`src/rtl/load_store_unit_if.sv`:
```
// ---------------------------------------------------------------------------
// load_store_unit_if
// Purpose : Bundles the pipeline-side request/response signals and the
//           data_memory-side signals of the load/store unit into one bus.
// Signals :
//   req, req_we, req_size, req_unsigned, addr, wdata : access request (pipeline -> LSU)
//   busy, ack, rdata, misalign                       : status/result  (LSU -> pipeline)
//   mem_address, mem_write, mem_wdata                : memory request (LSU -> memory)
//   mem_rdata                                        : memory read data (memory -> LSU)
// Modports:
//   slave  : the load/store unit itself
//   master : the environment (pipeline plus data memory)
// ---------------------------------------------------------------------------
interface load_store_unit_if;
  logic        req;
  logic        req_we;
  logic [1:0]  req_size;
  logic        req_unsigned;
  logic [31:0] addr;
  logic [31:0] wdata;

  logic        busy;
  logic        ack;
  logic [31:0] rdata;
  logic        misalign;

  logic [31:0] mem_address;
  logic        mem_write;
  logic [31:0] mem_wdata;
  logic [31:0] mem_rdata;

  modport slave (
    input  req, req_we, req_size, req_unsigned, addr, wdata, mem_rdata,
    output busy, ack, rdata, misalign, mem_address, mem_write, mem_wdata
  );

  modport master (
    output req, req_we, req_size, req_unsigned, addr, wdata, mem_rdata,
    input  busy, ack, rdata, misalign, mem_address, mem_write, mem_wdata
  );
endinterface

```
`src/rtl/load_store_unit.sv`:
```
// ---------------------------------------------------------------------------
// load_store_unit
// Purpose : MEM-stage sequencer between the pipeline and a little-endian
//           data memory that always writes whole 32-bit words. Byte/half
//           loads are extracted from an aligned word read and sign- or
//           zero-extended; byte/half stores are done as read-modify-write.
//           busy stalls the pipeline, ack pulses for one cycle on completion.
// Parameters:
//   ADDR_BITS : byte-address bits kept (default 16, accesses wrap in 64 KiB)
// Ports:
//   clk   : system clock, all state updates on the rising edge
//   reset : synchronous, active-high
//   bus   : load_store_unit_if.slave (request, response and memory signals)
// Optional feature:
//   MISALIGN_TRAP_EN : when defined, misaligned half/word accesses complete
//                      immediately with misalign=1, rdata=0 and no write.
//                      When undefined, misalign is tied low and offending low
//                      address bits simply select the containing word/lane.
// ---------------------------------------------------------------------------
module load_store_unit #(
  parameter int ADDR_BITS = 16
) (
  input  logic              clk,
  input  logic              reset,
  load_store_unit_if.slave  bus
);

  localparam logic [1:0] S_IDLE  = 2'd0;
  localparam logic [1:0] S_READ  = 2'd1;
  localparam logic [1:0] S_WRITE = 2'd2;
  localparam logic [1:0] S_RESP  = 2'd3;

  localparam logic [1:0] SZ_BYTE = 2'b00;
  localparam logic [1:0] SZ_HALF = 2'b01;

  logic [1:0]           r_state;
  logic                 r_we;
  logic [1:0]           r_size;
  logic                 r_unsigned;
  logic [ADDR_BITS-1:0] r_addr;
  logic [31:0]          r_wdata;
  logic [31:0]          r_word;
  logic [31:0]          r_rdata;

  logic                 w_accept;
  logic                 w_trap;
  logic                 w_needRead;
  logic [31:0]          w_mergedWord;

  // Picks the addressed lane out of an aligned word and extends it.
  // Size 2'b11 falls into the default branch and behaves as a word.
  function automatic logic [31:0] extractLoad(
    input logic [31:0] word,
    input logic [1:0]  size,
    input logic [1:0]  offset,
    input logic        isUnsigned
  );
    logic [7:0]  byteVal;
    logic [15:0] halfVal;
    logic [31:0] result;
    byteVal = word[{offset, 3'b000} +: 8];
    halfVal = offset[1] ? word[31:16] : word[15:0];
    case (size)
      SZ_BYTE: result = isUnsigned ? {24'h0, byteVal} : {{24{byteVal[7]}}, byteVal};
      SZ_HALF: result = isUnsigned ? {16'h0, halfVal} : {{16{halfVal[15]}}, halfVal};
      default: result = word;
    endcase
    return result;
  endfunction

  // Builds the word written back to memory: the old word with the selected
  // lane(s) replaced for SB/SH, or the store data itself for a word store.
  function automatic logic [31:0] mergeStore(
    input logic [31:0] oldWord,
    input logic [31:0] storeData,
    input logic [1:0]  size,
    input logic [1:0]  offset
  );
    logic [31:0] result;
    result = oldWord;
    case (size)
      SZ_BYTE: result[{offset, 3'b000} +: 8] = storeData[7:0];
      SZ_HALF: begin
        if (offset[1]) begin
          result[31:16] = storeData[15:0];
        end else begin
          result[15:0] = storeData[15:0];
        end
      end
      default: result = storeData;
    endcase
    return result;
  endfunction

  assign w_accept = (r_state == S_IDLE) && bus.req;

  // Loads and sub-word stores need the current word first; only a word
  // store (size[1] set) can go straight to the write cycle.
  assign w_needRead = !bus.req_we || !bus.req_size[1];

`ifdef MISALIGN_TRAP_EN
  logic r_misalign;

  assign w_trap = ((bus.req_size == SZ_HALF) && bus.addr[0]) ||
                  (bus.req_size[1] && (bus.addr[1:0] != 2'b00));

  // The flag is decided when a request is accepted and is held until the
  // next acceptance, so it is stable throughout the ack cycle.
  always_ff @(posedge clk) begin
    if (reset) begin
      r_misalign <= 1'b0;
    end else if (w_accept) begin
      r_misalign <= w_trap;
    end
  end

  assign bus.misalign = r_misalign;
`else
  assign w_trap       = 1'b0;
  assign bus.misalign = 1'b0;
`endif

  always_ff @(posedge clk) begin
    if (reset) begin
      r_state    <= S_IDLE;
      r_we       <= 1'b0;
      r_size     <= 2'b00;
      r_unsigned <= 1'b0;
      r_addr     <= '0;
      r_wdata    <= 32'h0;
      r_word     <= 32'h0;
      r_rdata    <= 32'h0;
    end else begin
      case (r_state)
        S_IDLE: begin
          if (w_accept) begin
            r_we       <= bus.req_we;
            r_size     <= bus.req_size;
            r_unsigned <= bus.req_unsigned;
            r_addr     <= bus.addr[ADDR_BITS-1:0];
            r_wdata    <= bus.wdata;
            if (w_trap) begin
              r_rdata <= 32'h0;
              r_state <= S_RESP;
            end else if (w_needRead) begin
              r_state <= S_READ;
            end else begin
              r_state <= S_WRITE;
            end
          end
        end
        S_READ: begin
          r_word <= bus.mem_rdata;
          if (r_we) begin
            r_state <= S_WRITE;
          end else begin
            // The load result is registered here so rdata keeps its value
            // after the ack cycle without any extra holding logic.
            r_rdata <= extractLoad(bus.mem_rdata, r_size, r_addr[1:0], r_unsigned);
            r_state <= S_RESP;
          end
        end
        S_WRITE: begin
          r_state <= S_RESP;
        end
        S_RESP: begin
          r_state <= S_IDLE;
        end
        default: begin
          r_state <= S_IDLE;
        end
      endcase
    end
  end

  assign w_mergedWord = mergeStore(r_word, r_wdata, r_size, r_addr[1:0]);

  // mem_write and ack are gated with reset so an access aborted by reset
  // neither reaches memory nor reports completion in that same cycle.
  assign bus.mem_write   = (r_state == S_WRITE) && !reset;
  assign bus.mem_wdata   = (r_state == S_WRITE) ? w_mergedWord : 32'h0;
  assign bus.mem_address = 32'({r_addr[ADDR_BITS-1:2], 2'b00});

  assign bus.busy  = (r_state != S_IDLE);
  assign bus.ack   = (r_state == S_RESP) && !reset;
  assign bus.rdata = r_rdata;

endmodule

```
`src/flat_wrapper.sv`:
```
// flat-port wrapper written by rule: the top's interface ports become plain ports
module load_store_unit_flat 
#(
  parameter int ADDR_BITS = 16
)
  (clk, reset, bus_req, bus_req_we, bus_req_size, bus_req_unsigned, bus_addr, bus_wdata, bus_mem_rdata, bus_busy, bus_ack, bus_rdata, bus_misalign, bus_mem_address, bus_mem_write, bus_mem_wdata);
  load_store_unit_if bus_i ();
  input  logic clk;
  input  logic reset;
  input wire logic [$bits(bus_i.req)-1:0] bus_req;
  input wire logic [$bits(bus_i.req_we)-1:0] bus_req_we;
  input wire logic [$bits(bus_i.req_size)-1:0] bus_req_size;
  input wire logic [$bits(bus_i.req_unsigned)-1:0] bus_req_unsigned;
  input wire logic [$bits(bus_i.addr)-1:0] bus_addr;
  input wire logic [$bits(bus_i.wdata)-1:0] bus_wdata;
  input wire logic [$bits(bus_i.mem_rdata)-1:0] bus_mem_rdata;
  output wire logic [$bits(bus_i.busy)-1:0] bus_busy;
  output wire logic [$bits(bus_i.ack)-1:0] bus_ack;
  output wire logic [$bits(bus_i.rdata)-1:0] bus_rdata;
  output wire logic [$bits(bus_i.misalign)-1:0] bus_misalign;
  output wire logic [$bits(bus_i.mem_address)-1:0] bus_mem_address;
  output wire logic [$bits(bus_i.mem_write)-1:0] bus_mem_write;
  output wire logic [$bits(bus_i.mem_wdata)-1:0] bus_mem_wdata;
  assign bus_i.req = bus_req;
  assign bus_i.req_we = bus_req_we;
  assign bus_i.req_size = bus_req_size;
  assign bus_i.req_unsigned = bus_req_unsigned;
  assign bus_i.addr = bus_addr;
  assign bus_i.wdata = bus_wdata;
  assign bus_i.mem_rdata = bus_mem_rdata;
  assign bus_busy = bus_i.busy;
  assign bus_ack = bus_i.ack;
  assign bus_rdata = bus_i.rdata;
  assign bus_misalign = bus_i.misalign;
  assign bus_mem_address = bus_i.mem_address;
  assign bus_mem_write = bus_i.mem_write;
  assign bus_mem_wdata = bus_i.mem_wdata;
  load_store_unit #(.ADDR_BITS(ADDR_BITS)) u_core (.clk(clk), .reset(reset), .bus(bus_i));
endmodule
```
`config.mk`:
```
export PLATFORM = sky130hd
export DESIGN_NAME = load_store_unit_flat
export DESIGN_NICKNAME = d
export VERILOG_FILES = /design/src/rtl/load_store_unit_if.sv /design/src/rtl/load_store_unit.sv /design/src/flat_wrapper.sv
export SDC_FILE = /design/constraint.sdc
export NUM_CORES = 1
export LEC_CHECK = 0
export CELL_PAD_IN_SITES_DETAIL_PLACEMENT = 0
export CELL_PAD_IN_SITES_GLOBAL_PLACEMENT = 1
export CORE_UTILIZATION = 37
export DETAILED_ROUTE_END_ITERATION = 10
export GPL_TIMING_DRIVEN = 0
export PLACE_DENSITY_LB_ADDON = 0.1
export SLEW_MARGIN = 20
export SYNTH_ARGS = -nofsm -noshare
export SYNTH_HDL_FRONTEND = slang
export SYNTH_SLANG_ARGS = --single-unit
```
`constraint.sdc`:
```
create_clock -name clk -period 6.8 [get_ports clk]
set_clock_uncertainty 0.05 [all_clocks]
set_input_delay 1.36 -clock clk [delete_from_list [all_inputs] [get_ports clk]]
set_output_delay 1.36 -clock clk [all_outputs]
set_load 0.005 [all_outputs]
```
==> results.yml <==
place:
  routabilityCongestion: 0.9163
  dp_slack_ns: 1.908
  place_hpwl_um: 18070
  portBuffers: 166
synth:
  synth-adder-area-share_pct: 1.916
  synth.area.top_cells: "dfxtp_1 36%, nand2_1 8.3%, mux2i_1 7.2%, a21oi_1 5.3%, buf_4 3.8%"
  ys_seq_elements: 118
  synth-async-reset-ratio_pct: 0
  synthesis.area_mm2: 0.006531
  yosys.area.top_type: "dfxtp_1"
  synth_edf_count: 0
  synthCells: 796
  synth-xor-area-share_pct: 0
  synthDominantCellAreaShare_pct: 36.17
  synth_cell_types: 50
  ys_seq_area_share_pct: 36.17
  synthMuxAreaShare_pct: 8.927
  synth_top_family_by_area: "compound AO/OA/AOI/OAI gates"
  synthSimpleGateAreaFrac_pct: 18.01
  syn_area_per_cell_um2: 8.205
  synth_ff_type: "dfxtp_1"
  synth_compound_area_share_pct: 25.04
  synth_warnings: 0
clocking:
  tritoncts: "built"
  cts_hold_buf: 0
  insertion_delay_ns: 0.43
  clock-sinks: 118
  cts_buffers: 17
  clk_path_buf_depth: 2
  root_buffer: "clkbuf_16"
  post_cts_buffers: 0
  clk_pin_slew_ns: 0.06
  cts-resized-gates: 0
  cts_max_level: 4
drt:
  routedWlPerCell_um: 19.20
  dr.pass1.iters: 5
  finalWirelength_um: 23750
  viasPerCell: 5.342
  vias: 6608
  drc: 0
  drtAntennaViolNets: 0
  drt_iter0_drc: 577
critical_path:
  critPathArrivalTime_ns: 3.97
  rrSetupSlack_ns: 4.41
  worstSetupPathType: "reg -> out"
  cpMostUsedCell: "buf_2"
  reg2reg_to: "u_core.bus.rdata[31]"
  crit_required_ns: 5.39
  worst_path_max_delay_cell: "dfxtp_1"
  path_max_fanout: 10
  crit_start: "u_core.r_addr[1]"
  reg2regPathDepth: 8
  cp_slowest_stage_delay_ns: 0.53
  worstReg2RegStart: "u_core.r_state[1]"
  critPathCaptureType: "primary output"
  critPathLaunchType: "register"
  cp_cell_sequence: "buf_2, buf_2, clkinv_1, ha_1, nand4bb_1, o311ai_0, o2111a_1, clkdlybuf4s50_1"
status:
  outcome: "complete, no violations"
finish:
  final_cell_mix: "166 x clkdlybuf4s50_1, 144 x nand2_1, 118 x dfxtp_1, 69 x a21oi_1, 61 x nor2_1"
  final_common_cell: "clkdlybuf4s50_1"
  drive_gt1_share_pct: 10.28
  nNetsFinal: 1112
  area_delta_synth_final_pct: 40.19
  n_antenna_cell: 0
  fin_util_pct: 52.94
die:
  die_w_um: 134.9
  dieArea_mm2: 0.01819
  coreArea_mm2: 0.01730
  initial_utilization_pct: 37.76
  rows: 48
  io_pins: 203
  die_h_um: 134.9
hold_path:
  hold_path_end: "u_core.r_addr[13]"
  min_from: "u_core.r_addr[13]"
  holdPathStages: 2
  hold_class: "reg -> reg"
global_routing:
  antenna_found_initial: 0
  gr-total-overflow: 0
  grt_max_degree: 17
  grt_pass1_vias: 6094
  grt_pass1_wl_um: 35890
  grt.total_usage_pct: 26.50
sta:
  worstMarginPinSlew_ns: 0.7164
  finalWorstSetupSlack_ns: 1.417
  drv_slew: 0
  max_slew_margin_pct: 52.24
  hold_viol: 0
  setup_viol: 0
  fin_crit_sh_pct: 79.16
  layout_min_cycle_time_ns: 5.383
  rsz0062_at_grt: "false"
  setup-tns-final_ns: 0
  maxClockFrequency_mhz: 185.8
run:
  cap_viol_max_count: 0
power_and_ir_drop:
  leakage_nw: 3.190
  powerDensity_mw_per_mm2: 322.8
  irDropWorstVdd_mv: 0.1978
-- synthesized netlist by cell type (all sizes together) (5+ instances only) --
cell,count
o22ai,10
mux2i,47
ha,10
mux2,8
inv,23
a32oi,7
dfxtp,118
o2111a,16
a22o,5
nor2,61
a311oi,25
o21ai,26
and2,8
o311ai,20
a221oi,19
nand2,144
buf,53
nand2b,19
nand3b,6
clkbuf,50
a31oi,8
a21oi,69
nor2b,12
o32ai,6
-- per-stage QoR --
step	cell area (um^2)	power, W	hold slack [ns]	cells
floorplan	6599	0.001566	0.3862	814
CTS	9156	0.002971	0.4057	1237
global route	9156	0.003121	0.4188	1237
detailed placement	8542	0.002024	0.3969	1205
finish	9156	0.002956	0.4042	1237
global placement	8542	0.002018	0.3931	1205
-- layer usage --
layer	routed length (um)	global-route usage, %	up-vias
met3	1942	6.682	28
li1	-	-	3216
met1	10690	35.84	3075
met2	10750	41.29	289
met4	374	8.177	0
met5	0	0	-
-- worst max path at each step --
| stage | to | slack (ns) |
|---|---|---|
| global route | bus_mem_wdata[27] | 1.20 |
| global placement | bus_mem_wdata[8] | 1.90 |
| floorplan | bus_mem_wdata[24] | 3.18 |
| CTS | bus_mem_wdata[31] | 1.43 |
| finish | bus_mem_wdata[31] | 1.42 |
| detailed placement | bus_mem_wdata[31] | 1.91 |
-- cell type report --
cell class	count	area, um^2
tap	225	281.5
buffer	103	555.5
inverter	24	90.09
multi-input combinational	569	3591
timing repair buffer	166	1662
clock inverter	14	175.2
sequential	118	2362
fill	1735	8140
clock buffer	18	439.2
-- critical path, delay by kind of cell, from the launching register on --
| family | cells | cell delay, ns |
|---|---|---|
| compound gates | 2 | 0.73 |
| flops | 1 | 0.53 |
| buf+inv | 4 | 1.41 |
| fa+ha+maj | 1 | 0.44 |
| simple gates | 1 | 0.42 |
-- report_power, final --
group | total, W | internal [W] | switching (W)
Clock | 0.000936 | 0.000588 | 0.000348
Sequential | 0.000946 | 0.000829 | 0.000116
Combinational | 0.00107 | 0.000502 | 0.000572
-- sequential cells by signal, indices dropped and copies added, names as in the netlist --
register and cells:
u_core.r_state 2, u_core.r_size 2, u_core.r_unsigned 1, u_core.r_addr 16
u_core.r_wdata 32, u_core.bus.rdata 32, u_core.r_word 32, u_core.r_we 1
-- logic make-up (layout without fill, tap and decap cells) --
family,after synthesis,in the layout
adder cells (fa/ha/maj),10,10
AND/OR/NAND/NOR,263,263
buffers and inverters,127,325
AO/OA/AOI/OAI,221,221
other,1,19
multiplexers,56,56
flip-flops,118,118
(Power assumes the default switching activity.)
